--- config.mk ---
export PLATFORM = sky130hd
export DESIGN_NAME = sound_scheduler
export DESIGN_NICKNAME = d
export VERILOG_FILES = /design/src/rtl/sound_pkg.sv /design/src/rtl/tick_timer.sv /design/src/rtl/sound_scheduler.sv
export SDC_FILE = /design/constraint.sdc
export NUM_CORES = 1
export LEC_CHECK = 0
export CAP_MARGIN = 30
export CORE_UTILIZATION = 50
export DETAILED_ROUTE_END_ITERATION = 10
export PLACE_DENSITY_LB_ADDON = 0.3
export SETUP_SLACK_MARGIN = 0.15
export SLEW_MARGIN = 20
export SYNTH_ARGS = -nofsm -noshare
export SYNTH_HDL_FRONTEND = slang
export SYNTH_SLANG_ARGS = --single-unit
export TNS_END_PERCENT = 100
--- constraint.sdc ---
create_clock -name clk -period 2.7 [get_ports clk]
set_clock_uncertainty 0.15 [all_clocks]
set_input_delay 0.54 -clock clk [delete_from_list [all_inputs] [get_ports clk]]
set_output_delay 0.54 -clock clk [all_outputs]
set_load 0.01 [all_outputs]
--- src/rtl/sound_pkg.sv ---
// ---------------------------------------------------------------------------
// sound_pkg
// Shared types and constants for the sound scheduler.
//   SCHED_STATE : scheduler FSM states (IDLE, PLAY, GAP)
//   SOUND_SRC   : 2-bit sound source code; numeric order equals priority
//   FREQ_*      : default tone selects for the oscillator
// Pending-flag vectors use bit 0 = dir, bit 1 = good, bit 2 = bad, so bit
// index + 1 is the matching SOUND_SRC code.
// ---------------------------------------------------------------------------
package sound_pkg;

    typedef enum logic [1:0] {
        IDLE = 2'd0,
        PLAY = 2'd1,
        GAP  = 2'd2
    } SCHED_STATE;

    typedef enum logic [1:0] {
        SRC_NONE = 2'b00,
        SRC_DIR  = 2'b01,
        SRC_GOOD = 2'b10,
        SRC_BAD  = 2'b11
    } SOUND_SRC;

    localparam logic [8:0] FREQ_A  = 9'd440;
    localparam logic [8:0] FREQ_DS = 9'd311;
    localparam logic [8:0] FREQ_C  = 9'd262;

    // Highest-priority source with its pending flag set (bad > good > dir).
    function automatic SOUND_SRC highest_src(input logic [2:0] pend);
        if (pend[2]) return SRC_BAD;
        if (pend[1]) return SRC_GOOD;
        if (pend[0]) return SRC_DIR;
        return SRC_NONE;
    endfunction

    // Pending-flag bit belonging to a source.
    function automatic logic [2:0] src_mask(input SOUND_SRC s);
        case (s)
            SRC_DIR:  return 3'b001;
            SRC_GOOD: return 3'b010;
            SRC_BAD:  return 3'b100;
            default:  return 3'b000;
        endcase
    endfunction

endpackage

--- src/rtl/tick_timer.sv ---
// ---------------------------------------------------------------------------
// tick_timer
// Loadable down-counter shared by the note and gap phases. Counts down one
// per clock and parks at zero (no wrap). load takes priority over counting.
//   clk, rst    : clock, asynchronous active-high reset (count -> 0)
//   load        : load load_value on the next edge
//   load_value  : value to load
//   zero        : count is currently zero
// ---------------------------------------------------------------------------
module tick_timer #(
    parameter int WIDTH = 5
) (
    input  logic             clk,
    input  logic             rst,
    input  logic             load,
    input  logic [WIDTH-1:0] load_value,
    output logic             zero
);

    logic [WIDTH-1:0] count;

    always_ff @(posedge clk or posedge rst) begin
        if (rst) begin
            count <= '0;
        end else if (load) begin
            count <= load_value;
        end else if (count != '0) begin
            count <= count - 1'b1;
        end
    end

    assign zero = (count == '0);

endmodule

--- src/rtl/sound_scheduler.sv ---
// ---------------------------------------------------------------------------
// sound_scheduler
// Queues one-cycle sound requests as sticky pending flags and plays them one
// at a time by priority (bad > good > dir): each note plays NOTE_TICKS
// cycles, then GAP_TICKS silent cycles. With PREEMPT set, a strictly
// higher-priority pending request replaces the note that is playing.
//   clk, rst     : clock, asynchronous active-high reset
//   enable       : sound mode on; low forces IDLE and clears all flags
//   good_req     : good-collision request pulse
//   bad_req      : bad-collision request pulse
//   dir_req      : direction-change request pulse
//   freq         : oscillator tone select, 0 when silent
//   play         : oscillator play-enable
//   busy         : high in PLAY or GAP
//   active_src   : source of the sounding note (00 none, 01 dir, 10 good, 11 bad)
//   dropped      : pulse when a request hit an already-pending flag
// ---------------------------------------------------------------------------
module sound_scheduler
    import sound_pkg::*;
#(
    parameter int         NOTE_TICKS = 20,
    parameter int         GAP_TICKS  = 5,
    parameter logic [8:0] FREQ_GOOD  = FREQ_A,
    parameter logic [8:0] FREQ_BAD   = FREQ_DS,
    parameter logic [8:0] FREQ_DIR   = FREQ_C,
    parameter bit         PREEMPT    = 1'b1
) (
    input  logic       clk,
    input  logic       rst,
    input  logic       enable,
    input  logic       good_req,
    input  logic       bad_req,
    input  logic       dir_req,
    output logic [8:0] freq,
    output logic       play,
    output logic       busy,
    output logic [1:0] active_src,
    output logic       dropped
);

    localparam int MAX_TICKS = (NOTE_TICKS > GAP_TICKS) ? NOTE_TICKS : GAP_TICKS;
    localparam int CW        = $clog2(MAX_TICKS + 1);
    localparam logic [CW-1:0] NOTE_LOAD = CW'(NOTE_TICKS - 1);
    localparam logic [CW-1:0] GAP_LOAD  = (GAP_TICKS > 0) ? CW'(GAP_TICKS - 1) : CW'(0);

    SCHED_STATE    state;
    SOUND_SRC      cur_src;
    SOUND_SRC      top_src;
    logic [2:0]    pending;
    logic [2:0]    req;
    logic [2:0]    clr;
    logic          grant;
    logic          zero;
    logic          load;
    logic [CW-1:0] load_value;

    function automatic logic [8:0] tone(input SOUND_SRC s);
        case (s)
            SRC_BAD:  return FREQ_BAD;
            SRC_GOOD: return FREQ_GOOD;
            SRC_DIR:  return FREQ_DIR;
            default:  return 9'd0;
        endcase
    endfunction

    assign req        = {bad_req, good_req, dir_req};
    assign top_src    = highest_src(pending);
    assign active_src = cur_src;

    // A note starts on this edge: from IDLE with anything pending, or as a
    // preemption while playing. cur_src is SRC_NONE in IDLE, so a single
    // strict priority compare covers both cases.
    always_comb begin
        grant = 1'b0;
        if (enable && (state == IDLE || (state == PLAY && PREEMPT))) begin
            grant = (top_src > cur_src);
        end
        clr = grant ? src_mask(top_src) : 3'b000;
    end

    // Timer reload on every state entry (and on preemption, which re-enters PLAY).
    always_comb begin
        load       = 1'b0;
        load_value = '0;
        if (!enable) begin
            load = 1'b1;
        end else if (grant) begin
            load       = 1'b1;
            load_value = NOTE_LOAD;
        end else if (state == PLAY && zero) begin
            load       = 1'b1;
            load_value = GAP_LOAD;
        end else if (state == GAP && zero) begin
            load = 1'b1;
        end
    end

    tick_timer #(
        .WIDTH(CW)
    ) u_timer (
        .clk       (clk),
        .rst       (rst),
        .load      (load),
        .load_value(load_value),
        .zero      (zero)
    );

    always_ff @(posedge clk or posedge rst) begin
        if (rst) begin
            state   <= IDLE;
            pending <= '0;
            cur_src <= SRC_NONE;
            freq    <= '0;
            play    <= 1'b0;
            busy    <= 1'b0;
            dropped <= 1'b0;
        end else if (!enable) begin
            state   <= IDLE;
            pending <= '0;
            cur_src <= SRC_NONE;
            freq    <= '0;
            play    <= 1'b0;
            busy    <= 1'b0;
            dropped <= 1'b0;
        end else begin
            // A set beats a grant-clear on the same flag; only a set on a
            // flag that stays pending counts as coalesced.
            dropped <= |(req & pending & ~clr);
            pending <= (pending & ~clr) | req;
            if (grant) begin
                state   <= PLAY;
                cur_src <= top_src;
                freq    <= tone(top_src);
                play    <= 1'b1;
                busy    <= 1'b1;
            end else begin
                case (state)
                    PLAY: begin
                        if (zero) begin
                            cur_src <= SRC_NONE;
                            freq    <= '0;
                            play    <= 1'b0;
                            if (GAP_TICKS == 0) begin
                                state <= IDLE;
                                busy  <= 1'b0;
                            end else begin
                                state <= GAP;
                            end
                        end
                    end
                    GAP: begin
                        if (zero) begin
                            state <= IDLE;
                            busy  <= 1'b0;
                        end
                    end
                    default: ;
                endcase
            end
        end
    end

endmodule

==> results.yml, run 1 <==
pwr:
  p_per_area_mw_per_mm2: 1180
  ir_drop_mv: 0.625
  leakage_nw: 0.550
setup_path:
  crit_type: "reg2reg"
  worstSetupEndpointType: "flip-flop"
  reg2regPathDepth: 7
  cp_max_fo: 10
  r2r_end: "freq[8]$_DFFE_PP0P_"
  rrSetupSlack_ps: 530
  cp.arrival_ps: 2190
  worst_ep_required_time_ps: 2720
  r2r-start: "pending[2]$_DFF_PP0_"
  cp-start-kind: "flip-flop"
die:
  ioPinCount: 20
  die_y_um: 47.1
  die_w_um: 47.1
  core_area_mm2: 0.00182
  dieArea_mm2: 0.00222
  num_rows: 15
  start_util: 0.559
clock_network:
  path_clk_slew_ps: 100
  cts_buffers: 3
  hold_buffers: 0
  clock-sinks: 18
  post_cts_resized: 0
  cts_setup_buffers: 0
  clockRootBuffer: "clkbuf_4"
  max-clock-path-buffers: 2
  cts-htree-levels: 1
  clk_latency_ps: 290
  cts_tree: "built"
cells_and_area:
  fill_cells: 148
  area_delta_synth_final_pct: 18.8
  drive_gt1_frac: 0.0968
  antenna_cells: 0
  fin_cells: 149
  multiInputGateArea_um2: 450
  nNetsFinal: 137
  seqCellArea_um2: 450
yosys:
  syn_nets: 121
  synthCells: 109
  syn_area_mm2: 0.00102
  synth-edff-count: 0
  yosysTopAreaCellShare: 0.443
  seq_area_frac_synth: 0.443
  ys_types: 34
  ys.flop_type: "dfrtp_1"
  yosys_warnings: 0
  synth-seq-cells: 18
  avgSynthCellArea_um2: 9.33
  synthArstFlopShare: 1.00
  yosys-top-cells-area: "dfrtp_1, ha_1, a21oi_1"
  synth_largest_area_cell: "dfrtp_1"
sta:
  final.setup.tns_ps: 0
  setup_viol: 0
  period_needed_ps: 2170
  final_hold_viol_count: 0
  slew_headroom: 0.550
  grt_setup_unrepaired: "false"
  max_clock_freq_ghz: 0.460
  post-route-period-util: 0.805
  worst_pin_slew_ps: 674
  final_max_slew_viol_count: 0
global_route:
  grt_overflow: 0
  grt_pass1_vias: 714
  grt_first_pass_wirelength_um: 3220
  antenna_found_initial: 0
  grtUsageTotal: 0.213
  grt_max_degree: 19
placed_design:
  dp_hpwl_um: 1580
  placedCellCount: 145
  io_buffers: 18
  place.gp.congestion: 0.800
routing:
  drtPass1Iterations: 4
  viasPerCell: 5.62
  drc_errors: 0
  drt_iter0_drc: 36
  drt-total-wl_um: 2090
  ant_nets: 0
  wl_per_cell_um: 14.0
  dr_total_vias: 837
hold_path:
  min-delay-start: "busy$_DFFE_PP0P_"
  min_delay_path_depth: 2
  hold_class: "reg2reg"
  whs_endpoint: "busy$_DFFE_PP0P_"
status:
  status: "completed"
run:
  max_cap_violations: 0
kinds of logic after synthesis:
family                     Yosys count  share of synthesized area
AOI/OAI and AO/OA                   30                      0.183
muxes                                1                    0.00984
other                                1                    0.00369
xor gates and xnor gates             2                     0.0172
and+or+nand+nor                     31                      0.155
adders and majority gates            6                     0.0738
buffers and inverters               20                      0.114
DFF                                 18                      0.443
registers in the layout, indices dropped and copies added, names as in the netlist:
name and count:
freq 5, u_timer.count 5, pending 3, state 2, busy 1, dropped 1
play 1
final cells by class:
class	count	share of cell area
flip-flops and latches	18	0.373
multi-input cells	71	0.373
clock buffers	4	0.0300
repair buffers	21	0.168
inverters	10	0.0311
well taps	25	0.0259
per-layer routing:
layer | track usage | vias up | share of wire | wire length [µm]
met4 | 0.0743 | 0 | 0.011 | 22
met3 | 0.0769 | 4 | 0.069 | 143
li1 | - | 404 | - | -
met1 | 0.285 | 395 | 0.43 | 904
met5 | 0 | - | 0 | 0
met2 | 0.319 | 34 | 0.49 | 1020
worst max-delay path, cell delays in order, from the launching register on:
cell,delay (ps)
dfrtp_1,480
or2_2,340
ha_1,290
a21oi_1,180
o21ai_2,80
buf_4,170
o41ai_1,290
a21oi_1,70
cell usage after synthesis (all sizes together), types with 2 or more instances:
cell type and count:
inv 10, nand2 13, clkbuf 2, nor2 8, nor3 3, a21oi 15
buf 8, ha 6, o41ai 2, o32ai 2, o21ai 6, dfrtp 18
worst max-delay path by stage:
| stage | from | endpoint | slack (ps) | cells past startpoint |
|---|---|---|---|---|
| floorplan | pending[2]$_DFF_PP0_ | freq[7]$_DFFE_PP0P_ | 590 | 8 |
| global placement | pending[2]$_DFF_PP0_ | freq[8]$_DFFE_PP0P_ | 610 | 7 |
| detailed placement | pending[2]$_DFF_PP0_ | freq[8]$_DFFE_PP0P_ | 550 | 7 |
| CTS | pending[2]$_DFF_PP0_ | freq[8]$_DFFE_PP0P_ | 530 | 7 |
| global route | pending[2]$_DFF_PP0_ | freq[8]$_DFFE_PP0P_ | 420 | 7 |
| finish | pending[2]$_DFF_PP0_ | freq[8]$_DFFE_PP0P_ | 530 | 7 |
per-stage QoR:
| step | cell area (µm²) | utilization | setup WS [ps] | hold slack [ps] | power, W |
|---|---|---|---|---|---|
| 2_1_floorplan | 1020 | - | 592 | 329 | 0.00102 |
| 3_3_place_gp | 1170 | 0.644 | 612 | 364 | 0.00123 |
| 3_5_place_dp | 1170 | 0.644 | 547 | 371 | 0.00127 |
| 4_1_cts | 1210 | 0.664 | 532 | 385 | 0.00143 |
| 5_1_grt | 1210 | 0.664 | 418 | 414 | 0.00154 |
| 6_report | 1210 | 0.664 | 526 | 384 | 0.00143 |
cells in the final DEF (no fill, tap or decap), drive strengths merged:
| master | synthesis | final |
|---|---|---|
| a211o | 1 | 1 |
| clkbuf | 2 | 4 |
| nor4b | 1 | 1 |
| or2 | 1 | 1 |
| nand4 | 1 | 1 |
| xor2 | 1 | 1 |
| o41ai | 2 | 2 |
| o22ai | 1 | 1 |
| o21ai | 6 | 6 |
| xnor2 | 1 | 1 |
| a222oi | 1 | 1 |
| conb | 1 | 1 |
| nand3 | 1 | 1 |
| o32ai | 2 | 2 |
| ha | 6 | 6 |
| inv | 10 | 10 |
| nor3 | 3 | 3 |
| mux2i | 1 | 1 |
| dfrtp | 18 | 18 |
| nor2 | 8 | 8 |
| and3 | 1 | 1 |
| clkdlybuf4s50 | 0 | 18 |
| a22oi | 1 | 1 |
| nand3b | 1 | 1 |
| nand2 | 13 | 13 |
| a21oi | 15 | 15 |
| nor2b | 1 | 1 |
| buf | 8 | 3 |
| a31oi | 1 | 1 |
power by group:
group          switching (W)  internal [W]  leakage [nW]  total (W)
clock network      0.0000800     0.0000822        0.0210   0.000162
logic               0.000425      0.000380         0.295   0.000805
registers          0.0000957      0.000366         0.234   0.000462
total               0.000601      0.000829         0.550    0.00143
Note: power is estimated with default switching activity, not from simulation.
==> inputs of run 2 (changes only) <==
clock period = 2.1 ns   (was 2.7 ns; I/O delays follow)
==> results.yml, run 2 (same netlist as run 1, synthesis figures left out) <==
setup_path:
  cp.arrival_ps: 2010
  worst_ep_required_time_ps: 2130
  rrSetupSlack_ps: 120
  cp-start-kind: "flip-flop"
  critPathMaxStageDelay_ps: 410
  slowest_stage: "dfrtp_1"
  worstSetupEndpointType: "flip-flop"
  crit_chain: "buf_4 > a21oi_2 > ha_1 > a21oi_2 > o21ai_4 > buf_6 > o41ai_2 > a21oi_1"
  startpoint: "pending[2]$_DFF_PP0_"
  cp_max_fo: 7
  crit_type: "reg2reg"
  r2r-start: "pending[2]$_DFF_PP0_"
  cp_common_cell: "a21oi_2"
  path_buf_inv: 2
  crit_family: "compound AO/OA/AOI/OAI gates"
run:
  max_cap_violations: 0
clock_network:
  hold_buffers: 0
  cts_buffers: 3
  clock-sinks: 18
  clk_latency_ps: 300
  max-clock-path-buffers: 2
  cts-htree-levels: 1
  path_clk_slew_ps: 100
  clockRootBuffer: "clkbuf_4"
  cts_tree: "built"
pwr:
  power_frac_comb: 0.620
  pwr-share-clk: 0.100
  switchingPower_w: 0.000879
  p_per_area_mw_per_mm2: 1580
  intPower_w: 0.00123
  seqPwrFrac: 0.280
  leakage_nw: 0.612
  ir_drop_mv: 1.01
  switching_share: 0.416
global_route:
  grt_overflow: 0
  met2_usage: 0.328
  grt_pass1_vias: 735
  grt_max_degree: 19
  use_met3: 0.0846
  grt_first_pass_wirelength_um: 3220
  grtUsageMet1: 0.281
  antenna_found_initial: 0
  top_usage_layer: "met2"
  grtUsageTotal: 0.215
hold_path:
  hold_class: "in2async"
routing:
  drtPass1Iterations: 5
  viasPerCell: 5.52
  dr_total_vias: 866
  drt_iter0_drc: 32
  drc_errors: 0
  drt-total-wl_um: 2320
  ant_nets: 0
  wl_per_cell_um: 14.8
cells_and_area:
  drive_gt1_frac: 0.227
  area_delta_synth_final_pct: 31.9
  nNetsFinal: 145
  most-common-layout-cells: "clkdlybuf4s50_1, dfrtp_1, nand2_1, a21oi_1, buf_4"
  final_common_cell: "clkdlybuf4s50_1"
  reg_top3: "freq x5, u_timer.count x5, pending x3"
  antenna_cells: 0
sta:
  final.setup.tns_ps: 0
  post-route-period-util: 0.944
  final_hold_viol_count: 0
  final_max_slew_viol_count: 0
  grt_setup_unrepaired: "true"
  period_needed_ps: 1980
  whs_ps: 281
  max_clock_freq_ghz: 0.505
  setup_viol: 0
die:
  num_rows: 15
  core_area_mm2: 0.00182
  dieArea_mm2: 0.00222
  ioPinCount: 20
  die_w_um: 47.1
  start_util: 0.559
  die_y_um: 47.1
placed_design:
  dp_hpwl_um: 1560
  io_buffers: 18
  place.gp.congestion: 0.862
status:
  status: "completed"
[run 2: changes by cell type in the layout (fill, tap and decap cells not counted), sizes merged]
cell	previous run	this run
buf	3	11
[run 2: through the flow]
step                setup WS, ps  cell area [µm²]  cells  power (W)   util
floorplan                    162             1050    109    0.00136      -
finish                       118             1340    157    0.00211  0.737
global route                58.5             1340    157    0.00225  0.737
detailed placement          57.3             1220    148    0.00166  0.670
global placement             118             1220    148    0.00162  0.670
CTS                          125             1260    153    0.00190  0.694
[run 2: timing repair]
action                     CTS  global route
setup endpoints to repair   10            17
setup buffers                1             4
gates resized for setup      0            12
pin swaps                    1             2
[run 2: routing by layer]
metal,part of all wire,vias up
met5,0,-
met4,0.025,0
met3,0.068,8
met2,0.49,36
met1,0.42,410
li1,-,412
[run 2: final timing paths]
check                                                to  depth (start not counted)
min reg2reg                         freq[8]$_DFFE_PP0P_                          2
max reg2reg                         freq[8]$_DFFE_PP0P_                          8
min                        u_timer.count[2]$_DFFE_PP0P_                          3
max in group asynchronous          pending[1]$_DFF_PP0_                          3
min in group clk                    freq[8]$_DFFE_PP0P_                          2
max                                 freq[8]$_DFFE_PP0P_                          8
[run 2: layout make-up]
cell class	instances	area [µm²]
clock buffer	4	36.3
fill	131	479
inverter	10	37.5
multi-input combinational	71	518
sequential	18	452
tap	25	31.3
timing repair buffer	29	267
[run 2: power by group through the flow]
| stage | combinational [W] | sequential [W] | clock (W) |
|---|---|---|---|
| 2_1_floorplan | 0.000758 | 0.000598 | 0 |
| 3_3_place_gp | 0.00103 | 0.000586 | 0 |
| 3_5_place_dp | 0.00107 | 0.000592 | 0 |
| 4_1_cts | 0.00110 | 0.000586 | 0.000217 |
| 5_1_grt | 0.00141 | 0.000606 | 0.000234 |
| 6_report | 0.00131 | 0.000593 | 0.000211 |
[run 2: worst min-delay path: stages]
cell and delay, ps:
clkdlybuf4s50_1 400, inv_1 50, buf_4 240
